## src/rtl/soc_ahb32sram_arb2.sv

```systemverilog
// soc_ahb32sram_arb2: two-master AHB3-Lite arbiter in front of the single-port
// SRAM bridge. Master 0 is the instruction port, master 1 the data port.
// Round-robin on contention, grant held through bursts and locked sequences,
// responses steered to the master that owns the current data phase.
module soc_ahb32sram_arb2 #(
  parameter int XLEN = 32,
  parameter int PLEN = 32
) (
  input  logic                ahb3_clk_i,
  input  logic                ahb3_rst_i,
  input  logic [1:0]          mst_hsel_i,
  input  logic [2*PLEN-1:0]   mst_haddr_i,
  input  logic [2*XLEN-1:0]   mst_hwdata_i,
  input  logic [5:0]          mst_hburst_i,
  input  logic [2*(XLEN/8)-1:0] mst_hprot_i,
  input  logic [1:0]          mst_hwrite_i,
  input  logic [3:0]          mst_htrans_i,
  input  logic [1:0]          mst_hmastlock_i,
  output logic [2*XLEN-1:0]   mst_hrdata_o,
  output logic [1:0]          mst_hready_o,
  output logic [1:0]          mst_hresp_o,
  output logic                slv_hsel_o,
  output logic [PLEN-1:0]     slv_haddr_o,
  output logic [XLEN-1:0]     slv_hwdata_o,
  output logic                slv_hwrite_o,
  output logic [2:0]          slv_hburst_o,
  output logic [(XLEN/8)-1:0] slv_hprot_o,
  output logic [1:0]          slv_htrans_o,
  output logic                slv_hmastlock_o,
  input  logic [XLEN-1:0]     slv_hrdata_i,
  input  logic                slv_hready_i,
  input  logic                slv_hresp_i
);

  localparam int SW = XLEN / 8;

  // Owner encoding: IDLE means nobody holds the address bus.
  localparam logic [1:0] OWN_IDLE = 2'd0;
  localparam logic [1:0] OWN_M0   = 2'd1;
  localparam logic [1:0] OWN_M1   = 2'd2;

  // Per-master views of the packed master buses.
  logic [PLEN-1:0] m_addr  [2];
  logic [XLEN-1:0] m_wdata [2];
  logic [2:0]      m_burst [2];
  logic [SW-1:0]   m_prot  [2];
  logic [1:0]      m_trans [2];
  logic [1:0]      req;

  logic [1:0] owner_q, owner_d;
  logic       last_q, last_d;
  logic       dph_vld_q, dph_vld_d;
  logic       dph_own_q, dph_own_d;

  logic       hold;
  logic [1:0] gnt;
  logic [1:0] sel;
  logic       own_idx;
  logic       gnt_idx;
  logic       sel_idx;

  assign own_idx = (owner_q == OWN_M1);
  assign gnt_idx = (gnt == OWN_M1);
  assign sel_idx = (sel == OWN_M1);

  genvar gi;
  generate
    for (gi = 0; gi < 2; gi++) begin : g_mst
      localparam logic [1:0] OWN_ME = (gi == 0) ? OWN_M0 : OWN_M1;
      localparam logic       IDX_ME = (gi == 1);
      logic addr_own;
      logic data_own;

      assign m_addr[gi]  = mst_haddr_i[gi*PLEN +: PLEN];
      assign m_wdata[gi] = mst_hwdata_i[gi*XLEN +: XLEN];
      assign m_burst[gi] = mst_hburst_i[gi*3 +: 3];
      assign m_prot[gi]  = mst_hprot_i[gi*SW +: SW];
      assign m_trans[gi] = mst_htrans_i[gi*2 +: 2];
      // A request is any NONSEQ or SEQ transfer while selected.
      assign req[gi]     = mst_hsel_i[gi] & m_trans[gi][1];

      assign addr_own = (sel == OWN_ME);
      assign data_own = dph_vld_q & (dph_own_q == IDX_ME);

      // Owners follow the slave; losers with a pending request are stalled.
      assign mst_hready_o[gi] = (addr_own | data_own) ? slv_hready_i : ~req[gi];
      assign mst_hresp_o[gi]  = slv_hresp_i & data_own;
      // Read data is broadcast; only the data-phase owner samples it.
      assign mst_hrdata_o[gi*XLEN +: XLEN] = slv_hrdata_i;
    end
  endgenerate

  // State register: owner, round-robin pointer and data-phase tracking.
  always_ff @(posedge ahb3_clk_i or posedge ahb3_rst_i) begin
    if (ahb3_rst_i) begin
      owner_q   <= OWN_IDLE;
      last_q    <= 1'b1;  // master 0 wins the first tie
      dph_vld_q <= 1'b0;
      dph_own_q <= 1'b0;
    end else begin
      owner_q   <= owner_d;
      last_q    <= last_d;
      dph_vld_q <= dph_vld_d;
      dph_own_q <= dph_own_d;
    end
  end

  // Next state: grant decision, advanced only when the slave accepts.
  always_comb begin
    // The owner keeps the bus mid-burst (BUSY/SEQ) or while locked.
    hold = (owner_q != OWN_IDLE) & (m_trans[own_idx][0] | mst_hmastlock_i[own_idx]);
    gnt  = OWN_IDLE;
    if (hold) begin
      gnt = owner_q;
    end else begin
      case (req)
        2'b01:   gnt = OWN_M0;
        2'b10:   gnt = OWN_M1;
        2'b11:   gnt = last_q ? OWN_M0 : OWN_M1;
        default: gnt = OWN_IDLE;
      endcase
    end
    owner_d   = owner_q;
    last_d    = last_q;
    dph_vld_d = dph_vld_q;
    dph_own_d = dph_own_q;
    if (slv_hready_i) begin
      owner_d   = gnt;
      if (gnt != OWN_IDLE) last_d = gnt_idx;
      dph_vld_d = (gnt != OWN_IDLE) & req[gnt_idx];
      dph_own_d = gnt_idx;
    end
  end

  // Outputs: address mux (frozen on the owner while the slave stalls), wdata mux.
  always_comb begin
    sel             = slv_hready_i ? gnt : owner_q;
    slv_hsel_o      = 1'b0;
    slv_haddr_o     = '0;
    slv_hwrite_o    = 1'b0;
    slv_hburst_o    = 3'b000;
    slv_hprot_o     = '0;
    slv_htrans_o    = 2'b00;
    slv_hmastlock_o = 1'b0;
    if (sel != OWN_IDLE) begin
      slv_hsel_o      = mst_hsel_i[sel_idx];
      slv_haddr_o     = m_addr[sel_idx];
      slv_hwrite_o    = mst_hwrite_i[sel_idx];
      slv_hburst_o    = m_burst[sel_idx];
      slv_hprot_o     = m_prot[sel_idx];
      slv_htrans_o    = m_trans[sel_idx];
      slv_hmastlock_o = mst_hmastlock_i[sel_idx];
    end
    slv_hwdata_o = dph_vld_q ? m_wdata[dph_own_q] : '0;
  end

endmodule

```

## config.mk

```make
export PLATFORM = sky130hd
export DESIGN_NAME = soc_ahb32sram_arb2
export DESIGN_NICKNAME = d
export VERILOG_FILES = /design/src/rtl/soc_ahb32sram_arb2.sv
export SDC_FILE = /design/constraint.sdc
export NUM_CORES = 1
export LEC_CHECK = 0
export CAP_MARGIN = 5
export CORE_AREA = 2 2 128 130
export DETAILED_ROUTE_END_ITERATION = 16
export DIE_AREA = 0 0 130 132
export GPL_TIMING_DRIVEN = 1
export HOLD_SLACK_MARGIN = 0.1
export SYNTH_ARGS = -nofsm -noshare
export SYNTH_HDL_FRONTEND = slang
export SYNTH_SLANG_ARGS = --single-unit
```

## constraint.sdc

```tcl
create_clock -name ahb3_clk_i -period 6.48 [get_ports ahb3_clk_i]
set_clock_uncertainty 0.1 [all_clocks]
set_input_delay 1.944 -clock ahb3_clk_i [delete_from_list [all_inputs] [get_ports ahb3_clk_i]]
set_output_delay 1.944 -clock ahb3_clk_i [all_outputs]
set_load 0.05 [all_outputs]
```

After elaboration in Yosys (flattened, before gate mapping)
Cells that the tools add are included.
{ "totals": {"mem_bits_rw": 0, "latchBits": 0, "input_bits": 188, "out_inout_bits": 144, "romBits": 0, "word_cells": 80, "n_memories": 0, "register_bits": 5} }
{ "classes": {"bitwise_logic": 17, "reduce_logical": 4, "n_lt_le_gt_ge": 6, "shifts": 0, "n_mux": 42, "addsub": 0, "n_eq_ne": 7, "multipliers": 0, "div_mod_pow": 0} }
{ "ops": {"columns": ["op", "count"], "rows": [
  ["32-bit 2-to-1 mux", 8],
  ["1-bit 2-to-1 mux", 18],
  ["4-bit 2-to-1 mux", 4],
  ["2-bit 2-to-1 mux", 7],
  ["3-bit 2-to-1 mux", 4],
  ["2-bit == test, second input constant", 5],
  ["1-bit bitwise AND", 8],
  ["2-bit greater-or-equal comparator, second input constant", 3],
  ["1-bit by 2-bit less-than comparator with 1-bit output, second input constant", 3],
  ["1-bit NOT with 2-bit output", 3],
  ["2-bit one-hot mux with 3 select lines", 1],
  ["2-bit nonzero test", 3],
  ["2-bit by 1-bit == test with 1-bit output, second input constant", 2],
  ["1-bit NOT", 3],
  ["1-bit bitwise OR", 3],
  ["2-bit AND reduction", 1]
]} }

Longest topological paths before layout
{ "depth": {"depth_word": 15, "mapped_depth": 6, "ltp_nobuf": 4} }

Least setup slack after synthesis
No wires, ideal clock.
{ "synth_timing": {"path_kind": "in2out", "from": "input mst_htrans_i[0]", "to": "output slv_haddr_o[0]", "required_time_ns": 4.436, "n_path_buf": 1, "slack_ns": 0.940, "arrival_ns": 3.496, "cell_stages": 5, "path_cell_list": "o21ai_1 -> or3b_1 -> a31oi_4 -> buf_2 -> a22o_1"} }
{ "synth_via": {"elab_chain_cells": 13, "word_cells_on_any_way": 14, "classes_between": "eq/ne (1); mux (9); bitwise (3); reduce/logical (1)"} }
{ "synth_lines": {"columns": ["element", "line_no", "source"], "rows": [
  ["start, declared", "17", "input logic [3:0] mst_htrans_i,"],
  ["1-bit 2-to-1 mux (not written as such) * (3 in a row)", "111", "hold = (owner_q != OWN_IDLE) & (m_trans[own_idx][0] | mst_hmastlock_i[own_idx]);"],
  ["1-bit bitwise OR *", "111", null],
  ["1-bit bitwise AND *", "111", null],
  ["2-bit 2-to-1 mux *", "113", "if (hold) begin"],
  ["2-bit 2-to-1 mux *", null, null],
  ["2-bit == test", "64", "assign sel_idx = (sel == OWN_M1);"],
  ["1-bit NOT with 2-bit output (not written as such)", "147", "slv_haddr_o = m_addr[sel_idx];"],
  ["32-bit 2-to-1 mux (not written as such) (3 in a row)", "147", null],
  ["32-bit 2-to-1 mux *", "145", "if (sel != OWN_IDLE) begin"],
  ["end, declared", "23", "output logic [PLEN-1:0] slv_haddr_o,"]
]} }
Mark *: on every way between the ends. The rest lies on a longest branch, timed or not. The select of a mux whose other input is x is not followed.

Worst setup path in the final report
{ "layout_timing": {"from": "input mst_hmastlock_i[0]", "to": "output slv_haddr_o[23]"} }
{ "layout_via": {"elab_chain_cells": 12, "word_cells_on_any_way": 13, "classes_between": "eq/ne (1); mux (8); bitwise (3); reduce/logical (1)"} }
{ "layout_lines": {"columns": ["element", "line_no", "source"], "rows": [
  ["start, declared", "18", "input logic [1:0] mst_hmastlock_i,"],
  ["1-bit 2-to-1 mux (not written as such) * (2 in a row)", "111", null],
  ["1-bit bitwise OR *", "111", null],
  ["1-bit bitwise AND *", "111", null],
  ["2-bit 2-to-1 mux *", "113", null],
  ["2-bit 2-to-1 mux *", null, null],
  ["2-bit == test", "64", null],
  ["1-bit NOT with 2-bit output (not written as such)", "147", null],
  ["32-bit 2-to-1 mux (not written as such) (3 in a row)", "147", null],
  ["32-bit 2-to-1 mux *", "145", null]
]} }
Marks and branches as above.

==> impl_metrics.json <==
{
  "cts_tree": "yes",
  "path_class": "input pin to output port",
  "routed-via-count": 2281,
  "grt_setup_unrepaired": "no",
  "h-tree-depth": 1,
  "worstPathCellList": "clkdlybuf4s50_1, o21ai_1, or3b_1, a31oi_4, buf_12, a22o_1, buf_12",
  "end_kind": "output port",
  "ctsResizeCount": 0,
  "drive_above_1_share_pct": 14.4,
  "min_period_ns": 6.04,
  "finalMaxSlewViolations": 0,
  "overflow": 0,
  "crit_top_cell": "buf_12",
  "die_width_um": 130,
  "grt_max_degree": 45,
  "drtIter0Drc": 90,
  "fmax_ghz": 0.166,
  "antenna_left": 0,
  "antenna_cells": 0,
  "routabilityCongestion": 0.765,
  "postSynthAreaPerCell_um2": 8.02,
  "worst-path-buf-inv": 3,
  "synth_ff_type": "dfrtp_1",
  "die_height_um": 132,
  "cp_slowest_stage_delay_ns": 0.47,
  "synth_nets": 422,
  "layout.nets": 585,
  "drt_wl_total_um": 8940,
  "cts.sinks": 5,
  "hold_buffers": 0,
  "cts_root_buffer": "clkbuf_16",
  "clk_path_buf_depth": 2,
  "crit_fanout": 44,
  "synth_seq_cells": 5,
  "wl_per_cell_um": 14.6,
  "start_util_pct": 11.9,
  "drv_cap": 0,
  "synth_edf_count": 0,
  "fin_setup_tns_ns": 0,
  "yosys_warnings": 0,
  "cts-buffers-inserted": 3,
  "clk_pin_slew_ns": 0.03,
  "critPathRequiredTime_ns": 4.44,
  "period_share_pct": 93.2,
  "route.detailed.drc": 0,
  "relSlewSlack_pct": 35.6,
  "arrival_ns": 3.99,
  "p_leak_nw": 1.85,
  "clock_latency_ns": 0.23,
  "track_usage_pct": 9.56,
  "area_growth_pct": 138,
  "ios": 332,
  "hold_viol": 0,
  "post_cts_buffers": 0,
  "antenna_found_initial": 0,
  "path_delay_family": "buffers and inverters",
  "io_buffers": 235,
  "synth_cells": 234,
  "seq_area_frac_synth_pct": 6.74,
  "core-area_um2": 15700,
  "power_density_nw_per_um2": 280,
  "worst_pin_slew_ns": 0.967,
  "slowest_stage": "clkdlybuf4s50_1",
  "hpwl_um": 7680,
  "async_flop_share_pct": 100,
  "grt_pass1_vias": 2328,
  "total_power_mw": 1.25,
  "via_per_inst": 3.73,
  "vdd_drop_max_mv": 0.0880,
  "std_cell_rows": 46,
  "netlist_area_um2": 1880,
  "cp-start-kind": "input pin",
  "synth.distinct_cells": 30,
  "die-area_um2": 17200,
  "finalSetupViolCount": 0,
  "status": "completed",
  "instances_no_fill": 612,
  "first_pass_iters": 4,
  "min_path_type": "flop to flop",
  "dp.cells": 608,
  "grt_pass1_wl_um": 12800
}
[metal layers]
metal,vias up,GRT usage [%],share of wire [%]
met2,137,17.5,52
met1,993,9.37,33
met5,-,0,0
met3,50,3.49,11
met4,0,4.66,3.9
li1,1101,-,-
[worst reg2reg max path: cells and delay by family (launching register included)]
kind            cells  cell delay [ns]
simple gates        2             0.47
compound gates      1             0.27
buf+inv             1             0.21
flops               1             0.41
[flip-flops by register name (all words and copies together) (netlist names)]
signal / count
owner_q: 2
dph_own_q: 1
dph_vld_q: 1
last_q: 1
[kinds of logic (layout without fill, tap and decap cells)]
family,after synthesis,count (layout),synth area share [%]
DFF,5,5,6.74
muxes,32,32,17.1
and+or+nand+nor,54,54,17.1
buffers and inverters,83,245,31.8
AOI/OAI and AO/OA,60,60,27.2
[worst paths after layout]
path,start,endpoint,slack [ns],cells past startpoint
setup reg to reg,owner_q[0],owner_q[0],4.88,4
setup / recovery,mst_hmastlock_i[0],slv_haddr_o[23],0.44,7
hold reg to reg,last_q,last_q,0.46,1
min in group asynchronous,ahb3_rst_i,dph_vld_q,1.82,2
max in group asynchronous,ahb3_rst_i,last_q,4.22,2
hold / removal,last_q,last_q,0.46,1
[layout by cell type (no fill, tap or decap)]
cell,netlist,layout
nor2_1,4,4
inv_1,2,2
and2_1,3,3
mux2i_1,32,32
a22o_1,44,44
or3b_1,2,2
a31oi_4,1,1
buf_4,64,5
dfrtp_1,4,3
o211a_1,1,1
nand3b_1,1,1
buf_12,0,45
nand4_1,1,1
o21a_1,2,2
nand2_1,4,4
clkdlybuf4s50_1,0,189
o21ai_1,2,2
clkbuf_16,0,3
a32o_1,1,1
o22ai_1,1,1
a31oi_1,2,2
dfrtp_2,0,1
clkbuf_1,6,1
o211ai_1,1,1
a21boi_0,1,1
dfstp_2,1,1
a21bo_2,1,1
nand2b_1,2,2
nand3_1,2,2
a21oi_1,3,3
nor2b_1,33,33
and3_1,2,2
[synthesized netlist by cell type, drive strengths merged (3+ instances only)]
cell type  count  share of area [%]
a21oi          3               0.80
a22o          44                 21
a31oi          3                1.8
and2           3                1.0
buf           75                 30
clkbuf         6                1.2
dfrtp          4                5.3
mux2i         32                 17
nand2          4               0.80
nor2           4               0.80
nor2b         33                 11
[per-stage QoR]
step / hold slack [ns] / setup slack, ns / area, um2 / utilization, %
after floorplan: 0.409 / 0.940 / 1880 / -
after global placement: 0.445 / 0.469 / 4390 / 27.9
after detailed placement: 0.460 / 0.427 / 4390 / 27.9
after CTS: 0.466 / 0.422 / 4470 / 28.4
after global routing: 0.471 / 0.294 / 4470 / 28.4
final: 0.460 / 0.443 / 4470 / 28.4
[report_power, final]
part / internal, mW / switching (mW)
Sequential: 0.0411 / 0.0381
Combinational: 0.509 / 0.563
Clock: 0.0815 / 0.0196
Total: 0.632 / 0.620
[cell type report]
cell class                      count  area (um2)
Fill cell                        1637       11200
Timing Repair Buffer              239        2830
Multi-Input combinational cell    146        1150
Tap cell                          216         270
Sequential cell                     5         128
Clock buffer                        4        78.8
Inverter                            2        7.51
No activity file was read; power rests on OpenSTA's default activity.
